**src/rtl/water_supply_arbiter.sv**
```systemverilog
// -----------------------------------------------------------------------------
// water_supply_arbiter
// Round-robin arbiter sharing one mains water inlet between N washing-machine
// controllers. One machine at a time holds the inlet until its drum reports
// full, it withdraws its request, or the per-grant watchdog expires. On expiry
// the machine is flagged in fault_o and left out of arbitration until software
// clears the flag. Every grant is followed by one cycle of valve dead time.
//
// Ports:
//   clk               clock
//   reset             synchronous, active-high reset
//   fill_req_i   [N]  per-machine fill-valve request
//   filled_i     [N]  per-machine drum-full sensor
//   fault_clear_i[N]  per-machine fault clear pulse
//   grant_o      [N]  one-hot (or zero) inlet grant
//   grant_id_o [IDW]  index of granted machine, 0 when none
//   supply_valve_on_o main inlet valve drive (== |grant_o)
//   fault_o      [N]  sticky fill-timeout flags
//   busy_o            high while a grant or its dead time is in progress
//
// State table:
//   S_IDLE    | no grant; arbitrate among eligible requesters
//   S_GRANT   | one machine owns the inlet; watchdog counting
//   S_RELEASE | valve dead time, one cycle with no grant
// -----------------------------------------------------------------------------
module water_supply_arbiter #(
  parameter int N            = 4,
  parameter int FILL_TIMEOUT = 1000,
  parameter int CNT_W        = 10,
  parameter int IDW          = 2
) (
  input  logic           clk,
  input  logic           reset,
  input  logic [N-1:0]   fill_req_i,
  input  logic [N-1:0]   filled_i,
  input  logic [N-1:0]   fault_clear_i,
  output logic [N-1:0]   grant_o,
  output logic [IDW-1:0] grant_id_o,
  output logic           supply_valve_on_o,
  output logic [N-1:0]   fault_o,
  output logic           busy_o
);

  typedef enum logic [1:0] {
    S_IDLE    = 2'd0,
    S_GRANT   = 2'd1,
    S_RELEASE = 2'd2
  } state_t;

  state_t         state_q, state_d;
  logic [N-1:0]   grant_q, grant_d;
  logic [N-1:0]   fault_q, fault_d;
  logic [N-1:0]   fault_set;
  logic [IDW-1:0] id_q, id_d;
  logic [IDW-1:0] ptr_q, ptr_d;
  logic [CNT_W-1:0] cnt_q, cnt_d;
  logic           valve_q, valve_d;
  logic           busy_q, busy_d;

  logic [N-1:0]   elig;
  logic           found;
  logic [IDW-1:0] pick;
  logic [IDW:0]   idx;
  logic           win_filled, win_req, win_end;

  assign elig = fill_req_i & ~filled_i & ~fault_q;

  // Scan from the pointer upward with wrap; the first eligible machine wins.
  always_comb begin
    found = 1'b0;
    pick  = '0;
    idx   = '0;
    for (int k = 0; k < N; k++) begin
      idx = {1'b0, ptr_q} + (IDW+1)'(k);
      if (idx >= (IDW+1)'(N)) idx = idx - (IDW+1)'(N);
      if (!found && elig[idx[IDW-1:0]]) begin
        found = 1'b1;
        pick  = idx[IDW-1:0];
      end
    end
  end

  // id_q holds the winner for the whole grant.
  assign win_filled = filled_i[id_q];
  assign win_req    = fill_req_i[id_q];
  assign win_end    = win_filled || !win_req || (cnt_q == CNT_W'(FILL_TIMEOUT-1));

  always_comb begin
    state_d   = state_q;
    grant_d   = grant_q;
    id_d      = id_q;
    ptr_d     = ptr_q;
    cnt_d     = cnt_q;
    valve_d   = valve_q;
    busy_d    = busy_q;
    fault_set = '0;

    unique case (state_q)
      S_IDLE: begin
        if (found) begin
          state_d = S_GRANT;
          grant_d = N'(1) << pick;
          id_d    = pick;
          cnt_d   = '0;
          valve_d = 1'b1;
          busy_d  = 1'b1;
        end
      end
      S_GRANT: begin
        if (cnt_q != CNT_W'(FILL_TIMEOUT)) cnt_d = cnt_q + 1'b1;
        if (win_end) begin
          // Only a still-requesting, still-empty machine is at fault.
          if (!win_filled && win_req) fault_set[id_q] = 1'b1;
          state_d = S_RELEASE;
          grant_d = '0;
          id_d    = '0;
          valve_d = 1'b0;
          ptr_d   = (id_q == IDW'(N-1)) ? '0 : id_q + 1'b1;
        end
      end
      S_RELEASE: begin
        state_d = S_IDLE;
        busy_d  = 1'b0;
      end
      default: begin
        state_d = S_IDLE;
        grant_d = '0;
        id_d    = '0;
        valve_d = 1'b0;
        busy_d  = 1'b0;
      end
    endcase

    // Set dominates a simultaneous clear.
    fault_d = (fault_q & ~fault_clear_i) | fault_set;
  end

  always_ff @(posedge clk) begin
    if (reset) begin
      state_q <= S_IDLE;
      grant_q <= '0;
      fault_q <= '0;
      id_q    <= '0;
      ptr_q   <= '0;
      cnt_q   <= '0;
      valve_q <= 1'b0;
      busy_q  <= 1'b0;
    end else begin
      state_q <= state_d;
      grant_q <= grant_d;
      fault_q <= fault_d;
      id_q    <= id_d;
      ptr_q   <= ptr_d;
      cnt_q   <= cnt_d;
      valve_q <= valve_d;
      busy_q  <= busy_d;
    end
  end

  assign grant_o           = grant_q;
  assign grant_id_o        = id_q;
  assign supply_valve_on_o = valve_q;
  assign fault_o           = fault_q;
  assign busy_o            = busy_q;

endmodule
```
**config.mk**
```make
export PLATFORM = sky130hd
export DESIGN_NAME = water_supply_arbiter
export DESIGN_NICKNAME = d
export VERILOG_FILES = /design/src/rtl/water_supply_arbiter.sv
export SDC_FILE = /design/constraint.sdc
export NUM_CORES = 1
export LEC_CHECK = 0
export ABC_CLOCK_PERIOD_IN_PS = 2200
export BUFFER_PORTS_ARGS = -buffer_cell sky130_fd_sc_hd__buf_2
export CORE_ASPECT_RATIO = 0.8
export CORE_MARGIN = 4
export CORE_UTILIZATION = 25
export CTS_CLUSTER_DIAMETER = 200
export DETAILED_ROUTE_END_ITERATION = 6
export SLEW_MARGIN = 20
export SYNTH_ARGS = -nofsm -noshare
export SYNTH_HDL_FRONTEND = slang
export SYNTH_SLANG_ARGS = --single-unit
export TNS_END_PERCENT = 5
```
**constraint.sdc**
```tcl
create_clock -name clk -period 2.2 [get_ports clk]
set_input_delay 0.33 -clock clk [delete_from_list [all_inputs] [get_ports clk]]
set_output_delay 0.33 -clock clk [all_outputs]
set_load 0.1 [all_outputs]
```
### Word level (Yosys, flattened, before mapping)

Cells that the tools add are included.

| cells by class | value |
|---|---|
| $add $sub $neg | 9 |
| $lt $le $gt $ge | 10 |
| eq/ne operators | 8 |
| shift operators | 1 |
| muxes and demuxes | 46 |
| bitwise gates (word level) | 9 |
| reductions and logical operators | 19 |

Operators by type and width:

| cell | count |
|---|---|
| 2-bit 2-to-1 mux | 13 |
| 10-bit 2-to-1 mux | 2 |
| 4-bit 2-to-1 mux | 5 |
| 10-bit one-hot mux with 2 select lines | 1 |
| 2-bit by 3-bit < comparator with 1-bit output (second input constant) | 5 |
| 1-bit 2-to-1 mux | 13 |
| 4-bit bitwise AND | 3 |
| 1-bit binary-select mux with 2-bit select | 6 |
| 4-bit inverter | 3 |
| 4-bit one-hot mux with 3 select lines | 1 |
| 10-bit by 1-bit adder with 10-bit output (second input constant) | 1 |
| 10-bit equality test (second input constant) | 1 |
| 10-bit inequality test (second input constant) | 1 |
| 3-bit >= comparator (second input constant) | 3 |
| 2-bit by 1-bit subtractor with 2-bit output (second input constant) | 4 |
| 2-bit by 2-bit adder with 3-bit output (second input constant) | 2 |
| 2-bit inequality test (second input constant) | 3 |
| 2-bit one-hot mux with 3 select lines | 1 |
| 2-bit AND reduction | 3 |
| 3-bit AND reduction | 2 |
| 1-bit logical AND | 5 |
| 1-bit zero test | 5 |
| 2-bit equality test (second input constant) | 2 |
| 4-bit bitwise OR | 1 |
| 14 further kinds | 16 |

| storage, ports and cells | value |
|---|---|
| flip-flop bits (word level) | 26 |
| output and inout bits | 12 |
| logic and storage cells | 110 |

### Logic depth before layout (Yosys ltp)

| logic depth | value |
|---|---|
| word-level depth | 18 |
| depth in mapped cells | 7 |

### Least setup slack after synthesis

No wires, ideal clock.

| timing path | value |
|---|---|
| path kind | reg2reg |
| from | register id_q[1], in the netlist grant_id_o[1] |
| to | register grant_q[0], in the netlist grant_o[0] |
| arrival | 2.355 ns |
| data required time | 2.138 ns |
| slack | -0.217 ns |
| cell stages (with the launch flop) | 6 |
| clock period less this slack | 2.417 ns |
| cell sequence | dfxtp_1 > inv_1 > mux4_2 > o32ai_2 > and2b_4 > a22o_1 |

| between the ends | value |
|---|---|
| longest elaborated chain between the ends | 7 |

RTL lines:

| what | line | RTL |
|---|---|---|
| start, declared | 54 | `logic [IDW-1:0] id_q, id_d;` |
| start signal, assigned | 152 | `id_q <= id_d;` |
| 1-bit binary-select mux with 2-bit select | 85 | `assign win_req = fill_req_i[id_q];` |
| 1-bit 2-to-1 mux (not written as such) | 85 |  |
| 1-bit zero test | 86 | `assign win_end = win_filled \|\| !win_req \|\| (cnt_q == CNT_W'(FILL_TIMEOUT-1));` |
| 1-bit logical OR * (2 in a row) | 86 |  |
| 2-bit inequality test (no source line) * | - |  |
| 3-bit AND reduction (no source line) * | - |  |
| end signal, assigned | 150 | `grant_q <= grant_d;` |
| end, declared | 51 | `logic [N-1:0] grant_q, grant_d;` |

Mark *: on every way between the ends. The rest lies on a longest branch, timed or not. The select of a mux whose other input is x is not followed.
A chain may end at the register's enable or synchronous reset.

### Worst setup path in the final report

Ends and elaborated chain as after synthesis.

==> results.cfg <==
[critical_path]
r2r_cells = 5
critPathLaunchType = flip-flop
endpoint_kind = flip-flop
worstPathRequired_ns = 2.42
path_class = reg -> reg
cp_max_fo = 5
arrival_ns = 2.06

[cells_and_area]
area_growth_pct = 20.2
drive_gt1_share_pct = 25.6
antennaDiodeCount = 0
layout.nets = 201

[sta]
clock_skew_ns = 0.00253
slew_viol_final = 0
worst_slew_pin_slew_ns = 0.495
hold_viol_final = 0
final.period_utilization_pct = 83.9
period_needed_ns = 1.85
worst_hold_slack_ns = 0.378
rsz0062_at_grt = no
slew_headroom_pct = 67.2
finalSetupViolations = 0
fmax_mhz = 541
setup_tns_ns = 0

[hold_path]
whs_path_depth = 3
min_path_type = in -> reg

[synthesis]
synthCells = 153
yosys.area.top_type = dfxtp_1
synth_common_cells = dfxtp_1 (26), nor2_1 (21), inv_1 (8), nand2_1 (8)
ys.flop_type = dfxtp_1
yosys_warnings = 0
synth_seq_area_share_pct = 37.1
syn_area_per_cell_um2 = 9.16
synthArstFlopShare_pct = 0
syn_nets = 173
ys_top_cells_by_area = dfxtp_1 (37%), nor2_1 (5.6%), ha_1 (5.4%), xor2_1 (4.4%), a22o_1 (3.8%)
synth.distinct_cells = 45
synth_top_area_share_pct = 37.1
yosysMostFrequentCell = dfxtp_1
netlist_area_um2 = 1400
synth_edf_count = 0
synth_seq_cells = 26

[power]
p_leak_nw = 0.664
clock_power_share_pct = 27.0
p_seq_share_pct = 46.6
comb_power_share_pct = 26.3
p_switching_uw = 387
p_per_area_nw_per_um2 = 669
peakVddDrop_v = 0.000327
p_int_uw = 741
swShare_pct = 34.3

[clock_tree]
clk_latency_ns = 0.27
root_buffer = clkbuf_8
cts_resized = 0
max-clock-path-buffers = 2
cts.clk_slew.worst_paths_ns = 0.08
tritoncts = done
cts.htree.levels = 1
numCtsBuffers = 3
post_cts_buffers = 0
holdBufCountCts = 0
cts_sinks = 26

[global_route]
antenna_found_initial = 0
grt_use_total_pct = 9.08
grt-ovfl-total = 0
grt_start_max_net_pins = 20
grt_pass1_vias = 1060
grt_first_pass_wirelength_um = 5110

[drt]
drt_iter0_markers = 57
wl_per_cell_um = 12.3
drc = 0
dr.pass1.iters = 4
num_vias = 1199
routed_wl_um = 3180
vias_per_cell = 4.65
drtAntennaViolNets = 0

[placed_design]
hpwl_um = 2460
port_buffers = 25
gp_congestion = 0.763

[floorplan]
fp.dieH_um = 75.0
die_w_um = 91.7
num_rows = 24
fp.dieArea_um2 = 6870
initial_core_util_pct = 25.8
ios = 26
core-area_um2 = 5440

[flow_run]
cap_violations = 0

[run_status]
outcome = complete, no violations
-- state kept, by name, summed over array words and instances (netlist names) --
signal and flops:
ptr_q 2, grant_id_o 2, busy_o 1, supply_valve_on_o 1, state_q 2, fault_o 4, cnt_q 10, grant_o 4
-- power groups by stage --
stage | Sequential [mW] | Clock, mW | Combinational [mW]
finish | 0.526 | 0.305 | 0.297
global route | 0.531 | 0.335 | 0.321
CTS | 0.526 | 0.320 | 0.298
detailed placement | 0.537 | 0 | 0.296
global placement | 0.537 | 0 | 0.294
floorplan | 0.630 | 0 | 0.132
-- logic make-up after synthesis --
| logic type | Yosys count | synth area share (%) |
|---|---|---|
| buffers and inverters | 13 | 3.57 |
| adder cells (fa/ha/maj) | 6 | 5.36 |
| AO/OA/AOI/OAI | 36 | 20.5 |
| multiplexers | 3 | 3.12 |
| XOR/XNOR | 7 | 4.38 |
| AND/OR/NAND/NOR | 62 | 25.9 |
| flip-flops | 26 | 37.1 |
-- cell usage in the layout (no fill, tap or decap), drive strengths merged, types with 3 or more instances in the layout --
cell,synthesis,final
dfxtp,26,26
buf,1,28
nand2,8,8
a32o,3,3
nand4,4,4
or3b,4,4
ha,6,6
clkbuf,4,4
o21ai,5,5
a21oi,7,7
nand2b,6,6
xor2,7,7
o211ai,3,3
a22o,6,6
nor3,3,3
o2111ai,3,3
inv,8,8
nor2,21,21
-- stage by stage --
stage	worst slack, ns	util (%)	power [mW]	std cells	instance area, um^2
2_1_floorplan	0.0937	-	0.762	153	1400
3_5_place_dp	0.304	30.0	0.832	254	1630
5_1_grt	0.263	31.0	1.19	258	1680
3_3_place_gp	0.299	30.0	0.832	254	1630
6_report	0.353	31.0	1.13	258	1680
4_1_cts	0.354	31.0	1.14	258	1680
-- cell type report --
class	count	area, um^2
tap	78	97.6
inverter	8	30.0
sequential	26	523
fill	570	3750
timing repair buffer	28	148
clock buffer	4	55.1
multi-input combinational	114	831
-- per-layer routing --
metal	global-route usage, %	routed length (um)	vias to the layer above	part of all wire, %
met4	1.48	10	0	0.31
met5	0	0	-	0
li1	-	-	617	-
met2	13.0	1290	24	40
met1	13.8	1770	556	56
met3	2.40	117	2	3.7
-- worst max-delay path, stage by stage, from the launching register on --
cell and delay (ns):
dfxtp_2 0.35, inv_1 0.13, mux4_2 0.59, o32ai_2 0.35, and2b_4 0.23, a22o_1 0.14
-- final timing paths --
check / slack [ns] / from / end
setup / recovery: 0.35 / grant_id_o[1]$_SDFFE_PP0P_ / grant_o[0]$_SDFFE_PP0P_
hold / removal: 0.38 / fault_clear_i[0] / fault_o[0]$_SDFF_PP0_
setup reg to reg: 0.35 / grant_id_o[1]$_SDFFE_PP0P_ / grant_o[0]$_SDFFE_PP0P_
hold reg to reg: 0.47 / grant_o[1]$_SDFFE_PP0P_ / grant_o[1]$_SDFFE_PP0P_
Note: power is estimated with default switching activity, not from simulation.
